File: src/rtl/dma_master.sv
// rtl/dma_master.sv - single-channel block-copy bus master: read a word, write it, repeat len times
module dma_master (
    input  logic        clk,
    input  logic        reset_n,
    input  logic        start,
    input  logic [15:0] src_addr,
    input  logic [15:0] dst_addr,
    input  logic [7:0]  len,
    input  logic        m_grant,
    input  logic [63:0] m_din,
    output logic        m_req,
    output logic        m_wr,
    output logic [15:0] m_addr,
    output logic [63:0] m_dout,
    output logic        busy,
    output logic        done
);

    typedef enum logic [2:0] {
        S_IDLE,
        S_REQ,
        S_RD,
        S_CAP,
        S_WR,
        S_DONE
    } state_t;

    state_t      state;
    state_t      state_nxt;
    logic [15:0] src_q;
    logic [15:0] dst_q;
    logic [7:0]  len_q;
    logic [7:0]  idx;
    logic [7:0]  idx_inc;
    logic [63:0] data_buf;

    assign idx_inc = idx + 8'd1;

    always_ff @(posedge clk or negedge reset_n) begin
        if (!reset_n) begin
            state <= S_IDLE;
        end else begin
            state <= state_nxt;
        end
    end

    // Every bus-owning state stalls in place while the arbiter withholds the grant.
    always_comb begin
        state_nxt = state;
        case (state)
            S_IDLE: if (start) state_nxt = (len == 8'd0) ? S_DONE : S_REQ;
            S_REQ:  if (m_grant) state_nxt = S_RD;
            S_RD:   if (m_grant) state_nxt = S_CAP;
            S_CAP:  if (m_grant) state_nxt = S_WR;
            S_WR:   if (m_grant) state_nxt = (idx_inc == len_q) ? S_DONE : S_RD;
            S_DONE: state_nxt = S_IDLE;
            default: state_nxt = S_IDLE;
        endcase
    end

    always_ff @(posedge clk or negedge reset_n) begin
        if (!reset_n) begin
            src_q    <= 16'd0;
            dst_q    <= 16'd0;
            len_q    <= 8'd0;
            idx      <= 8'd0;
            data_buf <= 64'd0;
        end else begin
            if (state == S_IDLE && start && len != 8'd0) begin
                src_q <= src_addr;
                dst_q <= dst_addr;
                len_q <= len;
                idx   <= 8'd0;
            end
            // Read data arrives one cycle after the address, so it is taken in CAP.
            if (state == S_CAP && m_grant) begin
                data_buf <= m_din;
            end
            if (state == S_WR && m_grant) begin
                idx <= idx_inc;
            end
        end
    end

    always_comb begin
        m_req  = 1'b0;
        m_wr   = 1'b0;
        m_addr = 16'd0;
        m_dout = data_buf;
        busy   = (state != S_IDLE);
        done   = 1'b0;
        case (state)
            S_REQ: m_req = 1'b1;
            S_RD, S_CAP: begin
                m_req  = 1'b1;
                m_addr = src_q + {8'd0, idx};
            end
            S_WR: begin
                m_req  = 1'b1;
                m_wr   = 1'b1;
                m_addr = dst_q + {8'd0, idx};
            end
            S_DONE: done = 1'b1;
            default: ;
        endcase
    end

endmodule

File: config.mk
export PLATFORM = sky130hd
export DESIGN_NAME = dma_master
export DESIGN_NICKNAME = d
export VERILOG_FILES = /design/src/rtl/dma_master.sv
export SDC_FILE = /design/constraint.sdc
export NUM_CORES = 1
export LEC_CHECK = 0
export ABC_CLOCK_PERIOD_IN_PS = 5280
export CAP_MARGIN = 40
export CORE_MARGIN = 4
export CORE_UTILIZATION = 46
export CTS_BUF_LIST = sky130_fd_sc_hd__clkbuf_4 sky130_fd_sc_hd__clkbuf_8 sky130_fd_sc_hd__clkbuf_16
export CTS_CLUSTER_DIAMETER = 100
export DETAILED_ROUTE_END_ITERATION = 10
export GPL_TIMING_DRIVEN = 0
export MAX_ROUTING_LAYER = met4
export PLACE_DENSITY = 0.86
export SLEW_MARGIN = 20
export SYNTH_ARGS = -nofsm -noshare
export SYNTH_HDL_FRONTEND = slang
export SYNTH_SLANG_ARGS = --single-unit
File: constraint.sdc
create_clock -name clk -period 5.28 [get_ports clk]
set_input_delay 1.056 -clock clk [delete_from_list [all_inputs] [get_ports clk]]
set_output_delay 1.056 -clock clk [all_outputs]
set_load 0.005 [all_outputs]
==> impl_metrics.py <==
metrics = {
    "outcome": {
        "outcome": "completed",
    },
    "timing": {
        "hold_viol_final": 0,
        "period_needed_ns": 5.02,
        "timing.final.ws_setup_ns": 0.255,
        "finalCritPeriodShare_pct": 95.2,
        "timing.hold.ws_ns": 0.484,
        "rsz0062_at_grt": "false",
        "setup_viol": 0,
        "slew_headroom_pct": 56.3,
        "tightest_slew_ns": 0.653,
        "finClkSkew_ns": 0.00829,
        "final_max_slew_viol_count": 0,
        "fmax_mhz": 199,
    },
    "synth": {
        "async_reset_ff_share_pct": 100,
        "synthesis.nets": 560,
        "ys_seq_elements": 115,
        "synth-warning-count": 0,
        "synthXorXnorAreaFrac_pct": 3.66,
        "synthMuxAreaShare_pct": 23.3,
        "seq_area_frac_synth_pct": 52.3,
        "synth_ff_type": "dfrtp_1",
        "synth_top_family_by_area": "multiplexers",
        "synth_edf_count": 0,
        "synth-compound-area-share_pct": 6.84,
        "synthAdderAreaFrac_pct": 2.86,
        "synth_cell_types": 49,
        "syn_area_um2": 5510,
        "synth.avg_cell_area_um2": 12.5,
        "syn_inst": 440,
        "synthSimpleGateAreaFrac_pct": 8.52,
    },
    "routing": {
        "wl_per_cell_um": 20.4,
        "vias": 4388,
        "first_pass_iters": 4,
        "vias_per_cell": 5.44,
        "drt_iter0_drc": 152,
        "ant_nets": 0,
        "wl_mm": 16.4,
        "drcViolationCount": 0,
    },
    "clock_network": {
        "cts_hold_buf": 0,
        "cts_root_buffer": "clkbuf_16",
        "clockBufferDepth": 2,
        "h-tree-depth": 4,
        "clk-insertion-delay-late_ns": 0.42,
        "tritoncts": "yes",
        "clk_pin_slew_ns": 0.05,
        "numCtsBuffers": 17,
        "cts_sinks": 115,
    },
    "global_routing": {
        "grt_pass1_wl_mm": 26.0,
        "grt_pass1_vias": 4991,
        "grt_usage_pct": 25.1,
        "overflow": 0,
        "grt_max_degree": 78,
        "grt_antenna_before_repair": 0,
    },
    "critical_path": {
        "cpPeakStageDelay_ns": 0.42,
        "path_delay_family": "compound AO/OA/AOI/OAI gates",
        "worst-setup-path-type": "reg -> out",
        "cp_slowest_cell": "or3b_1",
        "rr_startpoint": "state[2]",
        "critPathLaunchType": "register",
        "reg2reg_depth": 8,
        "crit_fanout": 10,
        "rrSetupSlack_ns": 3.12,
        "arrival_ns": 3.97,
        "path_cells": "buf_6 -> or3b_1 -> buf_6 -> clkbuf_4 -> nand2_1 -> nand2_1 -> ha_1 -> and3_1 -> a221o_1 -> a221o_2 -> buf_4 -> a31o_1 -> a21oi_1 -> dlygate4sd2_1",
        "worst-path-buf-inv": 5,
        "end_kind": "primary output",
        "r2r-end": "idx[7]",
        "crit_required_ns": 4.22,
    },
    "place": {
        "place_ws_ns": 0.255,
        "numPortBuffers": 191,
        "dp_hpwl_mm": 12.2,
        "gp_congestion": 0.864,
    },
    "die": {
        "io_pins": 192,
        "row_count": 39,
        "die_h_um": 117,
        "core_area_um2": 11600,
        "dieArea_um2": 13800,
        "start_util_pct": 47.6,
        "die_x_um": 117,
    },
    "layout": {
        "final_common_cell": "clkdlybuf4s50_1",
        "final_nets": 774,
        "n_antenna_cell": 0,
        "drive_gt1_share_pct": 19.3,
        "areaGrowthSynthToFinish_pct": 49.6,
        "most-common-layout-cells": "clkdlybuf4s50_1, dfrtp_1, mux2_2",
    },
    "pwr": {
        "ir_worst_vdd_mv": 0.424,
        "p_int_uw": 3210,
        "pwr-share-comb_pct": 42.2,
        "seqPwrFrac_pct": 34.0,
        "powerDensity_nw_per_um2": 566,
        "p_clk_share_pct": 23.8,
        "p_switching_uw": 1450,
        "p_leak_uw": 0.00359,
        "p_sw_share_pct": 31.1,
    },
    "min_path": {
        "worstHoldStart": "dst_q[5]",
        "min_to": "dst_q[5]",
        "worstHoldPathCells": 1,
        "hp-class": "reg -> reg",
    },
    "flow_run": {
        "maxCapViolations": 0,
    },
}
worst max-delay path by stage:
stage	endpoint	cells past startpoint	slack (ns)	from
floorplan	m_addr[14]	16	1.20	state[1]
global placement	m_dout[24]	1	-1.17	reset_n
detailed placement	m_addr[14]	17	0.26	state[1]
CTS	m_addr[14]	16	0.02	state[1]
global route	m_addr[13]	14	0.10	state[1]
finish	m_addr[13]	14	0.26	state[1]
state kept, by name, summed over array words and instances (netlist names):
register,flops
dst_q,16
idx,8
src_q,16
state,3
m_dout,64
len_q,8
power by group through the flow:
| stage | registers [uW] | logic, uW | clock network (uW) |
|---|---|---|---|
| 5_1_grt | 1640 | 2110 | 1170 |
| 6_report | 1590 | 1970 | 1110 |
| 4_1_cts | 1580 | 1990 | 1130 |
| 3_5_place_dp | 1590 | 1970 | 0 |
| 3_3_place_gp | 1560 | 1900 | 0 |
| 2_1_floorplan | 1540 | 927 | 0 |
per-layer routing:
metal,routed length (um),share of wire [%],track usage [%]
met2,8760,53,44.1
met5,0,0,-
met3,1360,8.2,9.72
met1,5970,36,25.3
met4,352,2.1,9.31
synthesized netlist by cell type, types with 2 or more instances:
cell type | number | area, um2
a21oi_1 | 11 | 55.1
nand2_1 | 38 | 143
and2_1 | 5 | 31.3
ha_1 | 11 | 138
xor2_1 | 8 | 70.1
and4_1 | 2 | 17.5
buf_6 | 4 | 45.0
nand4_1 | 7 | 43.8
o21ai_1 | 11 | 55.1
a31oi_1 | 3 | 18.8
nor2b_1 | 2 | 12.5
nand3_1 | 7 | 35.0
a221o_1 | 2 | 20.0
o31ai_1 | 4 | 30.0
o21ai_0 | 3 | 15.0
xnor2_1 | 15 | 131
mux2_2 | 67 | 754
buf_2 | 11 | 55.1
mux2i_1 | 6 | 60.1
mux2_1 | 39 | 439
a21o_1 | 6 | 45.0
nor2_1 | 20 | 75.1
dfrtp_1 | 115 | 2880
nor4_1 | 2 | 12.5
mux2_4 | 2 | 30.0
a31o_1 | 3 | 26.3
clkbuf_1 | 5 | 18.8
a22o_1 | 2 | 17.5
inv_1 | 4 | 15.0
nor3b_1 | 2 | 15.0
o22ai_1 | 2 | 12.5
and3_1 | 4 | 25.0
cell families (layout without fill, tap and decap cells):
group           Yosys count  after routing
buf+inv                  25            249
flops                   115            115
xor+xnor                 23             23
simple gates             97             97
fa+ha+maj                12             12
mux                     114            114
compound gates           54             54
through the flow:
stage	utilization [%]	instance area, um2	power [uW]	cells	setup TNS, ns
floorplan	-	5510	2470	440	0
global placement	65.7	7600	3460	774	-133.14
global route	71.2	8240	4920	807	0
CTS	71.1	8220	4710	807	0
finish	71.2	8240	4670	807	0
detailed placement	65.9	7620	3560	775	0
layout make-up:
cell class / count / area (um2)
plain buffers: 19 / 120
clock buffers: 20 / 460
clock inverters: 9 / 109
fillers: 786 / 3330
inverters: 5 / 20.0
multi-input cells: 300 / 2500
flip-flops and latches: 115 / 2880
well taps: 143 / 179
repair buffers: 196 / 1970
what timing repair did:
action                     in CTS  in global routing
pin swaps                       2                  2
resized for setup               7                  6
gates cloned                    0                  0
setup buffers                   4                  0
setup endpoints to repair       5                  2
(Power assumes the default switching activity.)
